==> src/rtl/imm_narrower.sv <==
// rtl/imm_narrower.sv - 32-to-24-bit immediate narrower with range check, saturation, skid buffer and overflow counter
module imm_narrower #(
  parameter int IN_W  = 32,
  parameter int OUT_W = 24,
  parameter int CNT_W = 16
) (
  input  logic             clk,
  input  logic             reset,
  input  logic             in_valid,
  output logic             in_ready,
  input  logic [IN_W-1:0]  in_data,
  input  logic             signop,
  input  logic             sat_en,
  output logic             out_valid,
  input  logic             out_ready,
  output logic [OUT_W-1:0] out_data,
  output logic             out_ovf,
  output logic [CNT_W-1:0] ovf_count,
  input  logic             clr_count
);

  localparam logic [OUT_W-1:0] SMAX = {1'b0, {(OUT_W-1){1'b1}}};
  localparam logic [OUT_W-1:0] SMIN = {1'b1, {(OUT_W-1){1'b0}}};
  localparam logic [OUT_W-1:0] UMAX = {OUT_W{1'b1}};
  localparam logic [CNT_W-1:0] CMAX = {CNT_W{1'b1}};

  typedef enum logic [1:0] {EMPTY, ONE, TWO} state_t;

  state_t           state;
  logic [OUT_W-1:0] m_data;
  logic             m_ovf;
  logic [OUT_W-1:0] s_data;
  logic             s_ovf;

  logic [IN_W-OUT_W:0] sign_field;
  logic                sgn_ovf;
  logic                uns_ovf;
  logic                nv_ovf;
  logic [OUT_W-1:0]    nv_data;
  logic                in_xfer;
  logic                out_xfer;

  assign in_xfer    = in_valid && in_ready;
  assign out_xfer   = out_valid && out_ready;
  assign sign_field = in_data[IN_W-1:OUT_W-1];
  // Signed fits only when the dropped bits all copy the new sign bit.
  assign sgn_ovf    = !((&sign_field) || !(|sign_field));
  assign uns_ovf    = |in_data[IN_W-1:OUT_W];
  assign out_data   = m_data;
  assign out_ovf    = m_ovf;

  // Narrowed value of the incoming item; only ever captured into M or S.
  always_comb begin
    nv_ovf  = signop ? sgn_ovf : uns_ovf;
    nv_data = in_data[OUT_W-1:0];
    if (nv_ovf && sat_en) begin
      if (signop) nv_data = in_data[IN_W-1] ? SMIN : SMAX;
      else        nv_data = UMAX;
    end
  end

  // Two-entry skid buffer: M drives the outputs, S catches the item accepted while stalled.
  always_ff @(posedge clk) begin
    if (reset) begin
      state     <= EMPTY;
      out_valid <= 1'b0;
      in_ready  <= 1'b1;
      m_data    <= '0;
      m_ovf     <= 1'b0;
      s_data    <= '0;
      s_ovf     <= 1'b0;
    end else begin
      case (state)
        EMPTY: begin
          if (in_xfer) begin
            m_data    <= nv_data;
            m_ovf     <= nv_ovf;
            out_valid <= 1'b1;
            state     <= ONE;
          end
        end
        ONE: begin
          if (in_xfer && out_xfer) begin
            m_data <= nv_data;
            m_ovf  <= nv_ovf;
          end else if (in_xfer) begin
            s_data   <= nv_data;
            s_ovf    <= nv_ovf;
            in_ready <= 1'b0;
            state    <= TWO;
          end else if (out_xfer) begin
            out_valid <= 1'b0;
            state     <= EMPTY;
          end
        end
        TWO: begin
          if (out_xfer) begin
            m_data   <= s_data;
            m_ovf    <= s_ovf;
            in_ready <= 1'b1;
            state    <= ONE;
          end
        end
        default: begin
          state     <= EMPTY;
          out_valid <= 1'b0;
          in_ready  <= 1'b1;
        end
      endcase
    end
  end

  // Saturating overflow counter; clear takes priority over a same-cycle increment.
  always_ff @(posedge clk) begin
    if (reset || clr_count) begin
      ovf_count <= '0;
    end else if (in_xfer && nv_ovf && ovf_count != CMAX) begin
      ovf_count <= ovf_count + CNT_W'(1);
    end
  end

endmodule

==> config.mk <==
export PLATFORM = sky130hd
export DESIGN_NAME = imm_narrower
export DESIGN_NICKNAME = d
export VERILOG_FILES = /design/src/rtl/imm_narrower.sv
export SDC_FILE = /design/constraint.sdc
export NUM_CORES = 1
export LEC_CHECK = 0
export CORE_MARGIN = 1.5
export CORE_UTILIZATION = 48
export DETAILED_ROUTE_END_ITERATION = 6
export PLACE_DENSITY = 0.79
export RECOVER_POWER = 50
export SLEW_MARGIN = 20
export SYNTH_ARGS = -nofsm -noshare
export SYNTH_HDL_FRONTEND = slang
export SYNTH_SLANG_ARGS = --single-unit
==> constraint.sdc <==
create_clock -name clk -period 2.33 [get_ports clk]
set_input_delay 0.466 -clock clk [delete_from_list [all_inputs] [get_ports clk]]
set_output_delay 0.466 -clock clk [all_outputs]
set_load 0.03 [all_outputs]
# == Word-level counts from Yosys, hierarchy flattened ==
# Cells that the tools add are included.
# Widths: inputs -> output; s select.
# word_totals
register_bits,70
elab_cells,70
# op_classes
add_sub_neg,1
n_eq_ne,11
mux,27
bitwise,3
n_reduce_logical,20
# ops
cell,n
$mux 24,6
$pmux 24 s3,1
$add 16x1->16 const B,1
$ne 16x16->1 const B,1
$ne 2x2->1 const B,7
$reduce_and 4->1,3
$mux 1,11
$mux 2,5
$pmux 1 s3,3
$reduce_and 9->1,1
$reduce_or 9->1,1
$reduce_or 8->1,1
$logic_and 1x1->1,6
$pmux 2 s3,1
$reduce_and 5->1,1
$ne 3x3->1 const B,1
$not 1->1,3
$reduce_and 3->1,1
$reduce_bool 3->1,1
$eq 2x1->1 const B,1
$eq 2x2->1 const B,1
$logic_not 1->1,2
$logic_not 2->1,1
$logic_or 1x1->1,2

# == Logic depth before layout (Yosys ltp) ==
# Gate-level depths: netlist of the first run.
# depth
word_depth,9
mapped_depth,8

# == Least setup slack after synthesis of the first run ==
# OpenSTA, ideal clock, no wires.
# synth_timing
kind,reg2reg
from,register ovf_count[0]
to,register ovf_count[6]
setup_ns,0.070
arrival_ns,1.947
required_time_ns,2.260
path_slack_ns,0.312
path_stages_with_launch,7
n_path_buf,0
cell_sequence,dfxtp_1 ha_1 and3_1 nor4bb_2 or4_1 or3_1 a21oi_1
# synth_via
elab_chain_cells,2
word_cells_on_any_way,3
# synth_lines
element,line,source
"start, declared",18,"output logic [CNT_W-1:0] ovf_count,"
"start signal, assigned",118,ovf_count <= ovf_count + CNT_W'(1);
"parallel branches: the longest is 2 deep, another holds $add 16x1->16",--,
# Parallel ways; which one is timed is not known.
# A chain may end at the register's enable or synchronous reset.

# == Worst setup path after layout of the first run ==
# layout_timing
from,input port out_ready
to,register s_data[22]
# layout_via
elab_chain_cells,4
# layout_lines
element,line,source
"start, declared",15,"input logic out_ready,"
$logic_and 1x1->1,44,assign out_xfer = out_valid && out_ready;
$logic_and 1x1->1,83,if (in_xfer && out_xfer) begin
$not 1->1 (no source line),--,
$reduce_and 3->1 (no source line),--,
"end signal, assigned",87,s_data <= nv_data;
"end, declared",32,logic [OUT_W-1:0] s_data;
# Every way passes these cells.

==> flow_summary.yaml, run 1 <==
clock_tree:
  cts.path.max_buffers: 2
  numCtsBuffers: 9
  clk_pin_slew_ps: 80
  h-tree-depth: 3
  clock_latency_ps: 350
  cts.repair.resized: 0
  postCtsSetupBuffers: 0
  clock-root-buffer: "clkbuf_8"
  cts_tree: "done"
  clock_sinks: 70
  cts_hold_buf: 0
setup_path:
  worstPathRequired_ps: 2630
  cp_data_arrival_time_ps: 2430
  crit_type: "input port to register"
  worst_setup_path_end_kind: "register"
  start_kind: "input port"
  critical_path_peak_fanout: 23
final_layout:
  design_area_sq_um: 4270
  utilization_pct: 67.2
  nNetsFinal: 484
  antenna_cells: 0
  final_common_cell: "dfxtp_1"
  synthToLayoutAreaGrowth_pct: 36.1
  drive_gt1_share_pct: 10.9
  final_cell_mix: "dfxtp_1 (70), nor2_1 (60), a21oi_1 (42)"
die:
  fp.dieW_um: 83.8
  io_pins: 82
  start_util_pct: 49.4
  die-area_sq_um: 7030
  die_h_um: 83.8
  placementRows: 29
  design.core.area_sq_um: 6350
route:
  drtAntennaViolNets: 0
  via_count: 3173
  wirelength_um: 8240
  post_drt_wl_per_cell_um: 15.7
  drt_first_pass_iters: 5
  drcViolationCount: 0
  viasPerCell: 6.03
  drtIter0Drc: 225
synthesis:
  ys_async_sr_fraction_pct: 0
  netlist.area_leader.share_pct: 44.7
  synth_top_cell_by_area: "dfxtp_1"
  synth-main-ff-cell: "dfxtp_1"
  synthesis.nets: 396
  yosysSeqAreaShare_pct: 44.7
  synth_area_leaders: "dfxtp_1 (45%), a221o_1 (7.3%), nor2_1 (7.2%)"
  postSynthAreaPerCell_sq_um: 8.81
  syn_area_sq_um: 3140
  synthCells: 356
  synth_edf_count: 0
  synth_cell_types: 51
  yosys_warnings: 0
  ys_ff_latch: 70
pwr:
  switching_share_pct: 29.5
  p_leak_uw: 0.00172
  p_comb_share_pct: 20.5
  seqPwrFrac_pct: 44.0
  vdd_ir_drop_max_v: 0.000652
  p_clk_share_pct: 35.5
  power_density_nw_per_um2: 733
  power_uw: 3130
  p_switching_uw: 923
  p_int_uw: 2200
placement:
  gp_congestion: 0.872
  place_area_sq_um: 4070
  hpwl_um: 5610
  portBuffers: 81
  place_worst_setup_slack_ps: -68.8
grt:
  grt_use_total_pct: 24.2
  grt_pass1_vias: 3010
  gr-total-overflow: 0
  grt_pass1_wl_um: 13800
  antenna_found_initial: 0
  grt_max_degree: 24
sta:
  worst_pin_slew_ps: 1080
  maxSlewViolCount: 0
  max_slew_margin_pct: 28.2
  period_minus_slack_ps: 2130
  fin_skew_ps: 11.1
  fmax_mhz: 468
  finalHoldViolations: 0
  setup_viol: 0
  period_share_pct: 91.6
  fin_ws_ps: 195
  rsz0062_at_grt: "no"
  final.setup.tns_ps: 0
worst_hold_path:
  hp-class: "register to register"
flow_run:
  cap_violations: 0
status:
  status: "completed"
==> power groups by stage <==
stage | clock network (uW) | logic [uW] | registers (uW)
finish | 1110 | 640 | 1380
global route | 1200 | 687 | 1390
CTS | 1130 | 668 | 1380
detailed placement | 0 | 665 | 1400
global placement | 0 | 655 | 1400
floorplan | 0 | 243 | 1520
==> state kept, by name (all words and copies together), names as in the netlist <==
name,count
in_ready,1
out_data,24
out_ovf,1
out_valid,1
ovf_count,16
s_data,24
s_ovf,1
state,2
==> routing by layer <==
metal	track usage (%)	wire length (um)
met3	6.23	500
met1	31.5	3680
met2	39.4	3980
met5	0	0
met4	7.60	78
==> through the flow <==
| stage | hold WS, ps | cells |
|---|---|---|
| after global placement | 465 | 510 |
| after CTS | 495 | 526 |
| final | 496 | 526 |
| after floorplan | 449 | 356 |
| after global routing | 516 | 526 |
| after detailed placement | 472 | 510 |
==> worst max-delay path: stages <==
cell and delay [ps]:
dlygate4sd3_1 570, nand2_2 70, and4b_4 230, a21oi_2 800
a221o_1 290
==> cells by family (layout without fill, tap and decap cells) <==
group	Yosys count	count (layout)	synth area share (%)
fa+ha+maj	1	1	0.399
mux	2	2	0.638
buf+inv	27	120	5.23
flops	70	70	44.7
compound gates	91	91	20.3
xor+xnor	1	1	0.279
simple gates	164	164	28.4
==> cell type report <==
cell class	instances	area (sq um)
Timing Repair Buffer	104	985
Clock inverter	7	100
Tap cell	77	96.3
Fill cell	520	2080
Sequential cell	70	1400
Multi-Input combinational cell	259	1560
Clock buffer	9	124
==> path summary, 6_finish.rpt <==
| kind | cells after the start | end | slack (ps) | from |
|---|---|---|---|---|
| setup / recovery | 5 | s_data[22]$_SDFFE_PP0P_ | 200 | out_ready |
| hold / removal | 1 | s_data[2]$_SDFFE_PP0P_ | 500 | s_data[2]$_SDFFE_PP0P_ |
| setup reg to reg | 6 | ovf_count[6]$_SDFFE_PP0P_ | 290 | ovf_count[0]$_SDFFE_PP0P_ |
| hold reg to reg | 1 | s_data[2]$_SDFFE_PP0P_ | 500 | s_data[2]$_SDFFE_PP0P_ |
==> Yosys cell counts, types with 2 or more instances <==
master,instances
dfxtp_1,70
nor2_1,60
a21oi_1,43
nor4_1,24
a221o_1,23
nand2_1,22
clkbuf_1,14
nand3_1,8
o31ai_1,8
nand4_1,7
or4_1,7
buf_2,6
nand3b_1,5
and2_1,4
a211oi_1,3
buf_6,3
or3_1,3
and3_1,2
and3_4,2
and4_1,2
buf_8,2
dlygate4sd1_1,2
mux2i_1,2
nand2_2,2
nor4_2,2
o211ai_1,2
o21ai_1,2
o21bai_1,2
o41ai_1,2
Power figures use the tool's default switching activity.
==> run 2, diff against run 1 <==
--- a/config.mk
+++ b/config.mk
@@ -10,7 +10,7 @@
 export DETAILED_ROUTE_END_ITERATION = 6
 export PLACE_DENSITY = 0.79
 export RECOVER_POWER = 50
-export SLEW_MARGIN = 20
+export SLEW_MARGIN = 40
 export SYNTH_ARGS = -nofsm -noshare
 export SYNTH_HDL_FRONTEND = slang
 export SYNTH_SLANG_ARGS = --single-unit
==> run 2 against run 1 <==
Net effect:
- combinational power about the same
- non-clock buffer count unchanged
- core utilization about the same
- worst hold slack worse by 3.5 ps
- die area unchanged
- clock-buffer cell count up 1
- register-to-register slack about the same
- clock power down 7%
- setup slack better by 20 ps
- power down 2.6%
- critical endpoint is now ovf_count[5]$_SDFFE_PP0P_
- largest power group unchanged
- highest routed layer unchanged
==> flow_summary.yaml, run 2 (synthesis gave the netlist of run 1 again) <==
status:
  status: "completed"
route:
  post_drt_wl_per_cell_um: 16.0
  via_count: 3203
  wirelength_um: 8430
  drcViolationCount: 0
  drt_first_pass_iters: 5
  viasPerCell: 6.09
  drtAntennaViolNets: 0
  drtIter0Drc: 251
grt:
  antenna_found_initial: 0
  grt_pass1_vias: 3050
  gr-total-overflow: 0
  grt_use_total_pct: 24.3
  grt_pass1_wl_um: 14100
  grt_max_degree: 24
setup_path:
  worstPathRequired_ps: 2600
  start_kind: "input port"
  path_buf_inv: 1
  r2r_cells: 6
  cp_top_family: "simple AND/OR/NAND/NOR gates"
  critical_path_peak_fanout: 6
  cp_data_arrival_time_ps: 2380
  slowest_delay_ps: 640
  cp.depth: 6
  crit_slowest_cell: "dlygate4sd3_1"
  cp_cell_sequence: "dlygate4sd3_1 -> nand2_1 -> or2_0 -> nor2_2 -> or4b_1 -> a21oi_1"
  worst_setup_path_end_kind: "register"
  crit_type: "input port to register"
clock_tree:
  clock-root-buffer: "clkbuf_8"
  cts.repair.resized: 0
  clock_sinks: 70
  cts_hold_buf: 0
  numCtsBuffers: 9
  h-tree-depth: 3
  postCtsSetupBuffers: 0
  cts.path.max_buffers: 2
  cts_tree: "done"
  clock_latency_ps: 340
  clk_pin_slew_ps: 80
die:
  die_h_um: 83.8
  die-area_sq_um: 7030
  design.core.area_sq_um: 6350
  placementRows: 29
  io_pins: 82
  fp.dieW_um: 83.8
  start_util_pct: 49.4
sta:
  fin_skew_ps: 8.55
  period_minus_slack_ps: 2110
  setup_viol: 0
  fin_ws_ps: 216
  max_slew_margin_pct: 57.6
  fmax_mhz: 473
  maxSlewViolCount: 0
  worst_pin_slew_ps: 635
  rsz0062_at_grt: "no"
  finalHoldViolations: 0
  period_share_pct: 90.7
  whs_ps: 492
final_layout:
  nFillCells: 531
  drive_gt1_share_pct: 11.6
  synthToLayoutAreaGrowth_pct: 36.1
  antenna_cells: 0
  nNetsFinal: 484
  final_cell_mix: "dfxtp_1 (70), nor2_1 (60), dlygate4sd3_1 (44)"
  final_common_cell: "dfxtp_1"
  regArea_sq_um: 1400
  multi_input_area_sq_um: 1570
  final_cells: 526
  utilization_pct: 67.3
pwr:
  switching_share_pct: 30.4
  p_comb_share_pct: 21.1
  p_clk_share_pct: 33.8
  p_int_uw: 2120
  power_uw: 3050
  p_leak_uw: 0.00173
  p_switching_uw: 926
  power_density_nw_per_um2: 713
  seqPwrFrac_pct: 45.2
  vdd_ir_drop_max_v: 0.000517
worst_hold_path:
  hp-class: "register to register"
  worst_hold_path.num_cells: 1
placement:
  gp_congestion: 0.872
  place_worst_setup_slack_ps: -27.8
  dp_cells: 510
  hpwl_um: 5610
  portBuffers: 81
flow_run:
  cap_violations: 0
==> run 2: cell types whose count changed in the layout (fill, tap and decap cells not counted), moves of 2 or more <==
cell | before | now
buf_4 | 19 | 21
inv_6 | 4 | 2
clkbuf_1 | 3 | 1
dlygate4sd3_1 | 40 | 44
clkdlybuf4s50_1 | 41 | 37
==> run 2: stage by stage <==
stage | setup TNS, ps | area, sq um
after global routing | 0 | 4270
final | 0 | 4270
after detailed placement | -110 | 4080
after global placement | -430 | 4070
after floorplan | 0 | 3140
after CTS | 0 | 4280
==> run 2: final timing paths <==
| check | start | end | slack (ps) |
|---|---|---|---|
| max | in_valid | ovf_count[5]$_SDFFE_PP0P_ | 220 |
| max reg2reg | ovf_count[0]$_SDFFE_PP0P_ | ovf_count[6]$_SDFFE_PP0P_ | 290 |
| min | s_data[19]$_SDFFE_PP0P_ | s_data[19]$_SDFFE_PP0P_ | 490 |
| min reg2reg | s_data[19]$_SDFFE_PP0P_ | s_data[19]$_SDFFE_PP0P_ | 490 |
==> run 2: worst register-to-register path: cells and delay by family, from the launching register on <==
| kind | cells | cell delay [ps] |
|---|---|---|
| flip-flops | 1 | 350 |
| adder cells (fa/ha/maj) | 1 | 230 |
| AND/OR/NAND/NOR | 4 | 1250 |
| AO/OA/AOI/OAI | 1 | 140 |
==> run 2: power groups by stage <==
stage / sequential (uW) / combinational, uW / clock [uW]
CTS: 1380 / 671 / 1030
finish: 1380 / 642 / 1030
detailed placement: 1400 / 668 / 0
global route: 1390 / 690 / 1100
floorplan: 1520 / 243 / 0
global placement: 1400 / 655 / 0
==> run 2: per-layer routing <==
| layer | global-route usage [%] | part of all wire [%] | vias up |
|---|---|---|---|
| li1 | - | - | 1520 |
| met1 | 32.4 | 44 | 1523 |
| met2 | 40.4 | 48 | 140 |
| met3 | 3.76 | 6.0 | 20 |
| met4 | 8.35 | 2.1 | 0 |
| met5 | 0 | 0 | - |
==> run 2: cell type report <==
class	instances	area share, %
clock buffer	10	3.22
clock inverter	6	1.61
multi-input combinational	259	36.9
sequential	70	32.8
tap	77	2.26
timing repair buffer	104	23.2
==> run 3, diff against run 2 <==
--- a/config.mk
+++ b/config.mk
@@ -5,10 +5,12 @@
 export SDC_FILE = /design/constraint.sdc
 export NUM_CORES = 1
 export LEC_CHECK = 0
-export CORE_MARGIN = 1.5
-export CORE_UTILIZATION = 48
+export ABC_AREA = 1
+export CORE_MARGIN = 4
+export CORE_UTILIZATION = 50
 export DETAILED_ROUTE_END_ITERATION = 6
-export PLACE_DENSITY = 0.79
+export GPL_TIMING_DRIVEN = 0
+export PLACE_DENSITY = 0.8
 export RECOVER_POWER = 50
 export SLEW_MARGIN = 40
 export SYNTH_ARGS = -nofsm -noshare
==> run 3 against run 2 <==
Net effect:
- register-to-register slack got worse by 40 ps
- highest routed layer unchanged
- synthesized area is 15% higher
- critical path depth increased by 1
- combinational power is 71% higher
- global-route usage is 1.7 points lower
- via count increased by 9.9%
- synthesized cell count up 38%
- fmax shrank 2.0%
- setup slack worse by 43 ps
- clock power rose by 7%
==> flow_summary.yaml, run 3 <==
status:
  status: "completed"
die:
  die_h_um: 92.8
  design.core.area_sq_um: 6910
  fp.dieW_um: 92.8
  die-area_sq_um: 8610
  start_util_pct: 52.0
  placementRows: 30
  io_pins: 82
synthesis:
  synth_top_cell_by_area: "dfxtp_1"
  synth-main-ff-cell: "dfxtp_1"
  netlist.area_leader.share_pct: 39.0
  synth_most_common_cell: "nand2_1"
  synthesis.nets: 532
  yosys_warnings: 0
  ys_async_sr_fraction_pct: 0
  synthCells: 492
  yosysSeqAreaShare_pct: 39.0
  postSynthAreaPerCell_sq_um: 7.31
  ys_ff_latch: 70
  synth_area_leaders: "dfxtp_1 (39%), nand2_1 (15%), a21oi_2 (9.7%)"
  yosys-top-cells-count: "nand2_1 (141), dfxtp_1 (70), o21ai_1 (49), a21oi_2 (40), inv_1 (38)"
  synth_cell_types: 32
  synth_edf_count: 0
  syn_area_sq_um: 3590
clock_tree:
  cts_hold_buf: 0
  clock_latency_ps: 350
  cts_tree: "done"
  h-tree-depth: 3
  clock-root-buffer: "clkbuf_8"
  cts.repair.resized: 0
  postCtsSetupBuffers: 0
  numCtsBuffers: 9
  clk_pin_slew_ps: 80
  cts.path.max_buffers: 2
  clock_sinks: 70
grt:
  antenna_found_initial: 0
  grt_pass1_wl_um: 15800
  grt_pass1_vias: 3474
  grt_use_total_pct: 22.7
  gr-total-overflow: 0
  grt_max_degree: 13
final_layout:
  regArea_sq_um: 1400
  nFillCells: 624
  antenna_cells: 0
  final_cell_mix: "nand2_1 (142), dfxtp_1 (70), o21ai_1 (48), clkdlybuf4s50_1 (48)"
  multi_input_area_sq_um: 1850
  drive_gt1_share_pct: 13.2
  nNetsFinal: 624
  synthToLayoutAreaGrowth_pct: 31.5
  final_common_cell: "nand2_1"
pwr:
  power_density_nw_per_um2: 770
  power_uw: 3640
  p_leak_uw: 0.00210
  vdd_ir_drop_max_v: 0.000343
sta:
  setup_viol: 0
  period_minus_slack_ps: 2160
  maxSlewViolCount: 0
  period_share_pct: 92.6
  finalHoldViolations: 0
  fmax_mhz: 464
  fin_ws_ps: 173
  final.setup.tns_ps: 0
  fin_skew_ps: 8.76
  whs_ps: 476
  max_slew_margin_pct: 50.6
  rsz0062_at_grt: "no"
  worst_pin_slew_ps: 736
setup_path:
  cp_cell_sequence: "dlygate4sd3_1 -> nand2_1 -> o21ai_2 -> o21ai_1 -> clkbuf_2 -> a21oi_2 -> a21oi_2"
  cp_top_family: "buffers and inverters"
  slowest_delay_ps: 530
  worstPathRequired_ps: 2610
  cp_data_arrival_time_ps: 2440
  crit_slowest_cell: "dlygate4sd3_1"
  critical_path_peak_fanout: 10
  path_buf_inv: 2
  crit_type: "input port to register"
  worst_setup_path_end_kind: "register"
  critPathMostFrequentCell: "a21oi_2"
  start_kind: "input port"
route:
  via_count: 3521
  drcViolationCount: 0
  post_drt_wl_per_cell_um: 13.9
  drt_first_pass_iters: 5
  drtIter0Drc: 137
  wirelength_um: 9530
  viasPerCell: 5.14
  drtAntennaViolNets: 0
placement:
  hpwl_um: 6850
  place_worst_setup_slack_ps: 23.3
  portBuffers: 81
  gp_congestion: 0.881
flow_run:
  cap_violations: 0
worst_hold_path:
  hp-class: "register to register"
## run 3: cell count changes after synthesis, moves of 8 or more
| cell | change |
|---|---|
| nor2_1 | -34 |
| inv_1 | +38 |
| a21oi_1 | -15 |
| a21oi_2 | +40 |
| nand2_1 | +119 |
| nor4_1 | -24 |
| o31ai_1 | -8 |
| a221o_1 | -23 |
| o21ai_1 | +47 |
| o21bai_1 | +21 |
## run 3: power breakdown
group	internal [uW]	switching [uW]	total, uW
clock	628	469	1100
sequential	1350	92.3	1440
combinational	420	685	1100
total	2390	1250	3640
## run 3: path summary, 6_finish.rpt
kind	to	startpoint	cells past startpoint	slack (ps)
worst min register to register	out_valid$_SDFFE_PP0P_	out_valid$_SDFFE_PP0P_	2	480
worst max-delay path	out_data[13]$_SDFFE_PP0P_	in_valid	7	170
worst min-delay path	out_valid$_SDFFE_PP0P_	out_valid$_SDFFE_PP0P_	2	480
worst max register to register	out_data[13]$_SDFFE_PP0P_	state[1]$_SDFFE_PP0P_	8	250
## run 3: cells by family after synthesis
kind of cell | synth area share [%]
XOR/XNOR | 3.17
adder cells (fa/ha/maj) | 0.348
AO/OA/AOI/OAI | 26.7
AND/OR/NAND/NOR | 21.8
buffers and inverters | 9.01
flip-flops | 39.0
## run 3: cell type report
type | instances | share of cell area (%)
buffer | 24 | 2.91
sequential | 70 | 29.7
clock inverter | 6 | 1.80
tap | 96 | 2.54
clock buffer | 10 | 2.91
timing repair buffer | 81 | 17.2
inverter | 46 | 3.81
multi-input combinational | 352 | 39.2
## run 3: through the flow
| stage | area, sq um | cells | util, % |
|---|---|---|---|
| after detailed placement | 4530 | 669 | 65.5 |
| final | 4730 | 685 | 68.4 |
| after floorplan | 3590 | 492 | - |
| after CTS | 4750 | 685 | 68.8 |
| after global routing | 4730 | 685 | 68.4 |
| after global placement | 4530 | 669 | 65.5 |
## run 3: worst min-delay path, delay by kind of cell (launching register included)
kind	cells	cell delay, ps
AND/OR/NAND/NOR	1	60
flip-flops	1	320
AO/OA/AOI/OAI	1	50
## run 3: metal layers
metal	vias to the layer above	global-route usage [%]	part of all wire, %
met5	-	0	0
met4	0	8.42	1.5
met3	16	4.63	6.9
met2	123	38.1	48
met1	1597	28.6	43
li1	1785	-	-
